$ cat config.mk
export PLATFORM = sky130hd
export DESIGN_NAME = fir_loader
export DESIGN_NICKNAME = d
export VERILOG_FILES = /design/src/rtl/fir_loader_pkg.sv /design/src/rtl/fir_loader.sv
export SDC_FILE = /design/constraint.sdc
export NUM_CORES = 1
export LEC_CHECK = 0
export ABC_AREA = 1
export CORE_MARGIN = 10
export CORE_UTILIZATION = 25
export CTS_CLUSTER_DIAMETER = 80
export DETAILED_ROUTE_END_ITERATION = 8
export HOLD_SLACK_MARGIN = 0.03
export SYNTH_ARGS = -nofsm -noshare
export SYNTH_HDL_FRONTEND = slang
export SYNTH_SLANG_ARGS = --single-unit
$ cat constraint.sdc
create_clock -name clk_i -period 4.23 [get_ports clk_i]
set_input_delay 0.423 -clock clk_i [delete_from_list [all_inputs] [get_ports clk_i]]
set_output_delay 0.423 -clock clk_i [all_outputs]
set_load 0.01 [all_outputs]
$ cat src/rtl/fir_loader_pkg.sv
// Shared filter package: loader FSM state encoding and filter geometry defaults.
package fir_loader_pkg;

    localparam int unsigned FirW1     = 9;
    localparam int unsigned FirNcoef  = 3;
    localparam int unsigned FirNflush = 3;

    typedef enum logic [1:0] {
        StIdle,
        StLoad,
        StRun,
        StFlush
    } fir_state_e;

endpackage

$ cat src/rtl/fir_loader.sv
// Drives the filter pins: streams coefficients into the tap chain, then samples,
// then a run of zero samples to flush the delay line. All outputs are registered.
module fir_loader
    import fir_loader_pkg::*;
#(
    parameter int unsigned W1     = FirW1,
    parameter int unsigned NCOEF  = FirNcoef,
    parameter int unsigned NFLUSH = FirNflush
) (
    input  logic          clk_i,
    input  logic          reset_i,
    input  logic          start_load_i,
    input  logic          stop_i,
    input  logic          cfg_valid_i,
    input  logic [W1-1:0] cfg_coef_i,
    output logic          cfg_ready_o,
    input  logic          smp_valid_i,
    input  logic [W1-1:0] smp_data_i,
    output logic          smp_ready_o,
    output logic          load_x_o,
    output logic [W1-1:0] c_out_o,
    output logic [W1-1:0] x_out_o,
    output logic          loaded_o,
    output logic [7:0]    underrun_cnt_o
);

    localparam int unsigned BeatW  = $clog2(NCOEF + 1);
    localparam int unsigned FlushW = $clog2(NFLUSH + 1);

    fir_state_e        state_q, state_d;
    logic [BeatW-1:0]  beat_cnt_q, beat_cnt_d;
    logic [FlushW-1:0] flush_cnt_q, flush_cnt_d;
    logic              cfg_ready_q, cfg_ready_d;
    logic              smp_ready_q, smp_ready_d;
    logic              load_x_q, load_x_d;
    logic [W1-1:0]     c_out_q, c_out_d;
    logic [W1-1:0]     x_out_q, x_out_d;
    logic              loaded_q, loaded_d;
    logic [7:0]        underrun_q, underrun_d;

    always_comb begin
        state_d     = state_q;
        beat_cnt_d  = beat_cnt_q;
        flush_cnt_d = flush_cnt_q;
        load_x_d    = 1'b1;
        c_out_d     = c_out_q;
        x_out_d     = x_out_q;
        loaded_d    = loaded_q;
        underrun_d  = underrun_q;

        unique case (state_q)
            StIdle: begin
                x_out_d = '0;
                if (start_load_i) begin
                    state_d    = StLoad;
                    beat_cnt_d = '0;
                    loaded_d   = 1'b0;
                end
            end
            StLoad: begin
                // Only an accepted beat pulses load_x low; idle LOAD cycles leave the chain alone.
                if (cfg_valid_i && cfg_ready_q) begin
                    load_x_d   = 1'b0;
                    c_out_d    = cfg_coef_i;
                    beat_cnt_d = beat_cnt_q + BeatW'(1);
                    if (beat_cnt_q == BeatW'(NCOEF - 1)) begin
                        state_d  = StRun;
                        loaded_d = 1'b1;
                    end
                end
            end
            StRun: begin
                if (stop_i) begin
                    // Stop wins over a sample offered in the same cycle.
                    state_d     = StFlush;
                    flush_cnt_d = '0;
                    x_out_d     = '0;
                end else if (smp_valid_i && smp_ready_q) begin
                    x_out_d = smp_data_i;
                end else begin
                    x_out_d = '0;
                    if (underrun_q != 8'hFF) begin
                        underrun_d = underrun_q + 8'd1;
                    end
                end
            end
            StFlush: begin
                x_out_d     = '0;
                flush_cnt_d = flush_cnt_q + FlushW'(1);
                if (flush_cnt_q == FlushW'(NFLUSH - 1)) begin
                    state_d = StIdle;
                end
            end
            default: state_d = StIdle;
        endcase

        cfg_ready_d = (state_d == StLoad);
        smp_ready_d = (state_d == StRun);
    end

    always_ff @(posedge clk_i) begin
        if (reset_i) begin
            state_q     <= StIdle;
            beat_cnt_q  <= '0;
            flush_cnt_q <= '0;
            cfg_ready_q <= 1'b0;
            smp_ready_q <= 1'b0;
            load_x_q    <= 1'b1;
            c_out_q     <= '0;
            x_out_q     <= '0;
            loaded_q    <= 1'b0;
            underrun_q  <= '0;
        end else begin
            state_q     <= state_d;
            beat_cnt_q  <= beat_cnt_d;
            flush_cnt_q <= flush_cnt_d;
            cfg_ready_q <= cfg_ready_d;
            smp_ready_q <= smp_ready_d;
            load_x_q    <= load_x_d;
            c_out_q     <= c_out_d;
            x_out_q     <= x_out_d;
            loaded_q    <= loaded_d;
            underrun_q  <= underrun_d;
        end
    end

    assign cfg_ready_o    = cfg_ready_q;
    assign smp_ready_o    = smp_ready_q;
    assign load_x_o       = load_x_q;
    assign c_out_o        = c_out_q;
    assign x_out_o        = x_out_q;
    assign loaded_o       = loaded_q;
    assign underrun_cnt_o = underrun_q;

endmodule

# Yosys cells after proc, flatten, opt, wreduce, memory -nomap -nowiden
# Cells that the tools add are included.
[word_totals]
out_inout_bits = 30
ff_bits = 36
wordCells = 60
[classes]
bitwise = 3
reduce_logical = 13
n_addsub = 3
eq_ne = 12
muxes = 19
[ops]
columns = ["op", "n"]
rows = [
  ["$mux W9", 2],
  ["$pmux W9 S2", 1],
  ["$mux W2", 8],
  ["$eq A2 B2 Y1 const B", 5],
  ["$add A8 B1 Y8 const B", 1],
  ["$ne A2 B2 Y1 const B", 4],
  ["$ne A8 B8 Y1 const B", 1],
  ["$pmux W2 S2", 2],
  ["$pmux W2 S4", 1],
  ["$reduce_and A4 Y1", 2],
  ["$reduce_bool A2 Y1", 3],
  ["$add A2 B1 Y2 const B", 2],
  ["$eq A2 B1 Y1 const B", 2],
  ["$mux W1", 4],
  ["$reduce_and A2 Y1", 2],
  ["$reduce_or A2 Y1", 2],
  ["$not A1 Y1", 3],
  ["$reduce_and A3 Y1", 1],
  ["$logic_and A1 B1 Y1", 2],
  ["$logic_not A2 Y1", 1],
  ["$pmux W1 S2", 1],
]

# Logic depth before layout (Yosys ltp)
[logic_depth]
word_depth = 5
depth_mapped = 11

# Least setup slack after synthesis
# OpenSTA, ideal clock, no wires.
[synth_path]
path_kind = "register to register"
startpoint = "register state_q[1]"
endpoint = "register x_out_q[0], in the netlist x_out_o[0]"
required_time_ns = 4.160
stages_incl_launch_ff = 7
setup_time_ns = 0.070
n_path_buf = 1
t_arrival_ns = 1.406
path_slack_ns = 2.754
cell_sequence = "dfxtp_1 -> inv_1 -> ha_1 -> buf_6 -> nor4_4 -> nand2_1 -> a21oi_1"
[synth_between]
elab_chain_len = 3
elab_cells_between_ends = 6
classes_between = "2 x eq/ne; 1 x mux; 3 x reduce/logical"
[synth_lines]
columns = ["item", "line", "text"]
rows = [
  ["from (decl)", "fir_loader.sv:30", "fir_state_e state_q, state_d;"],
  ["from (signal assigned)", "fir_loader.sv:103", "state_q <= StIdle;"],
  ["from (signal assigned)", "fir_loader.sv:114", "state_q <= state_d;"],
  ["$eq A2 B2 Y1 / $logic_not A2 Y1 (equally long branches)", "fir_loader.sv:51", "unique case (state_q)"],
  ["$reduce_or A2 Y1 (no source line)", "--", ""],
  ["$pmux W9 S2 / $reduce_bool A2 Y1 (equally long branches)", "--", ""],
  ["to (signal assigned)", "fir_loader.sv:121", "x_out_q <= x_out_d;"],
  ["to (decl)", "fir_loader.sv:37", "logic [W1-1:0] x_out_q, x_out_d;"],
]
# Parallel ways exist; a longest one is shown, timed or not.
# A chain may end at the register's enable or synchronous reset.

# Final worst setup path
[layout_path]
startpoint = "register state_q[1]"
endpoint = "register c_out_q[4], in the netlist c_out_o[4]"
[layout_between]
elab_chain_len = 2
[layout_lines]
columns = ["item", "line", "text"]
rows = [
  ["$eq A2 B1 Y1", "fir_loader.sv:51", ""],
  ["$reduce_and A2 Y1 (no source line)", "--", ""],
  ["to (signal assigned)", "fir_loader.sv:120", "c_out_q <= c_out_d;"],
  ["to (decl)", "fir_loader.sv:36", "logic [W1-1:0] c_out_q, c_out_d;"],
]
# Every way passes these cells.

==> run metrics <==
GRT Resource Usage Total=8.29%; critical path launch point type=register; IR Drop Worst-Case VDD=0.125 mV; vias in the first global route=1597; Tcrit/Tclk final=45.5%; Post-CTS Setup Inserts=0; Final min period=1.92 ns; Post-Syn Area=1640 um2; Worst Path Arrival=2.10 ns; Final Hold Viols=0; port bufs=53; Initial Util=25.8%; number of diodes=0; top post-synthesis cells by area=dfxtp_1, nand2_1, a21oi_1; measured slew at the worst slew-check pin=0.480 ns; post-synthesis sequential area ratio=44.0%; Final nets=326; Synth Warn #=0; Synth top area share=44.0%; Routed Antenna Nets=0; Hold Crit Class=reg -> reg; via density per instance=4.29; Clock Pin Slew Worst Setup and Hold Paths=0.08 ns; Avg Inst Size Synth=6.88 um2; Chip Width=101 um; fmax=520 MHz; commonest cells after routing, fill and taps aside=nand2_1, clkdlybuf4s50_1, dfxtp_1; # IOs=54; Setup Viol. Count Final=0; largest net degree at the start of global routing=26; die area=10200 um2; HPWL after DPL=3280 um; GPL Wtd Cong=0.772; most common cell after layout, fill and taps aside=nand2_1; run status=completed; final core utilization=36.8%; total congestion overflow=0; CTS max path bufs=2; Yosys cell types=17; drt first pass iters=4; Final Max Slew Viols=0; TritonCTS Sinks=36; TNS Setup=0 ns; area leader, netlist=dfxtp_1; Mapped Cells=238; CTS tree=built; wire per inst=11.5 um; CP Capture Type=register; Area growth syn-to-layout=42.8%; critical path fanouts, max=12; TritonCTS buffer count=5; DRT iter0 DRCs=36; max_slew headroom=67.8%; Worst Clk Skew=0.00765 ns; Setup CP Type=reg -> reg; Clock Tree Root=clkbuf_8; PD cells=298 nW/um2; initial antenna violation count=0; Residual DRC=0; clock latency on the worst-skew pair=0.29 ns; RSZ-0062 raised after global routing=no; max-cap viol count=0; P_leak=0.950 nW; post-cts resize count=0; WP data required=4.40 ns; CORE AREA=6350 um2; first-pass GRT wire length=6980 um; final wirelength=4270 um; Yosys reg bits=36; Synth Net Count=270; H-Tree Depth=2; Vias=1597; share of cells above drive strength 1=3.39%; die height=101 um; row count=29; hold_buf cts=0
[area by class of cell]
type	instances	area [um2]
Inverter	33	124
Multi-Input combinational cell	164	766
Fill cell	672	4010
Timing Repair Buffer	54	538
Tap cell	77	96.3
Sequential cell	36	721
Clock buffer	7	86.3
Clock inverter	1	7.51
[state kept, by name, summed over array words and instances, names as in the netlist]
register        count
beat_cnt_q          2
c_out_o             9
cfg_ready_o         1
flush_cnt_q         2
load_x_o            1
loaded_o            1
smp_ready_o         1
state_q             2
underrun_cnt_o      8
x_out_o             9
[stage by stage]
stage / hold WS [ns] / worst slack [ns] / total power, mW / area [um2] / instances
detailed placement: 0.455 / 2.23 / 0.447 / 2240 / 364
CTS: 0.466 / 2.29 / 0.710 / 2340 / 372
finish: 0.460 / 2.31 / 0.698 / 2340 / 372
floorplan: 0.433 / 2.75 / 0.405 / 1640 / 238
global placement: 0.447 / 2.28 / 0.446 / 2240 / 364
global route: 0.489 / 2.09 / 0.735 / 2340 / 372
[synthesized netlist by cell type]
| master | count |
|---|---|
| inv_1 | 30 |
| nand2_1 | 81 |
| clkbuf_1 | 3 |
| dfxtp_1 | 36 |
| a21oi_1 | 25 |
| buf_2 | 1 |
| nand3_1 | 10 |
| ha_1 | 8 |
| nor2_1 | 28 |
| xor2_1 | 1 |
| o21ai_0 | 8 |
| nor3_1 | 1 |
| buf_6 | 1 |
| inv_2 | 1 |
| a31oi_1 | 1 |
| clkinv_1 | 2 |
| nor4_4 | 1 |
[critical path: stages, from the launching register on]
cell and delay [ns]:
dfxtp_1 0.45, inv_1 0.13, ha_1 0.24, nand3_1 0.36, clkinv_1 0.40, nand2_1 0.16, a21oi_1 0.07
[final timing paths]
path                                               from                 endpoint  slack [ns]  cells past startpoint
worst min register to register  x_out_o[8]$_SDFFE_PP0P_  x_out_o[8]$_SDFFE_PP0P_        0.46                      2
worst max register to register    state_q[1]$_SDFF_PP0_  c_out_o[4]$_SDFFE_PP0P_        2.31                      6
worst max-delay path              state_q[1]$_SDFF_PP0_  c_out_o[4]$_SDFFE_PP0P_        2.31                      6
worst min-delay path            x_out_o[8]$_SDFFE_PP0P_  x_out_o[8]$_SDFFE_PP0P_        0.46                      2
[layer usage]
layer	up-vias	wire length [um]	GRT usage (%)
met3	3	491	5.01
met4	0	32	2.57
li1	844	-	-
met5	-	0	0
met1	706	1900	9.05
met2	44	1850	13.1
[logic make-up (layout without fill, tap and decap cells)]
| kind of cell | count (synthesis) | after routing | synth area share [%] |
|---|---|---|---|
| buffers and inverters | 38 | 95 | 9.24 |
| DFF | 36 | 36 | 44.0 |
| AOI/OAI and AO/OA | 34 | 34 | 10.5 |
| adders and majority gates | 8 | 8 | 6.11 |
| xor gates and xnor gates | 1 | 1 | 0.535 |
| and+or+nand+nor | 121 | 121 | 29.6 |
[where the power goes]
part	internal (mW)	leakage [nW]	switching (mW)
Sequential	0.345	0.291	0.00605
Clock	0.132	0.0445	0.127
Combinational	0.0408	0.615	0.0459
Note: power is estimated with default switching activity, not from simulation.
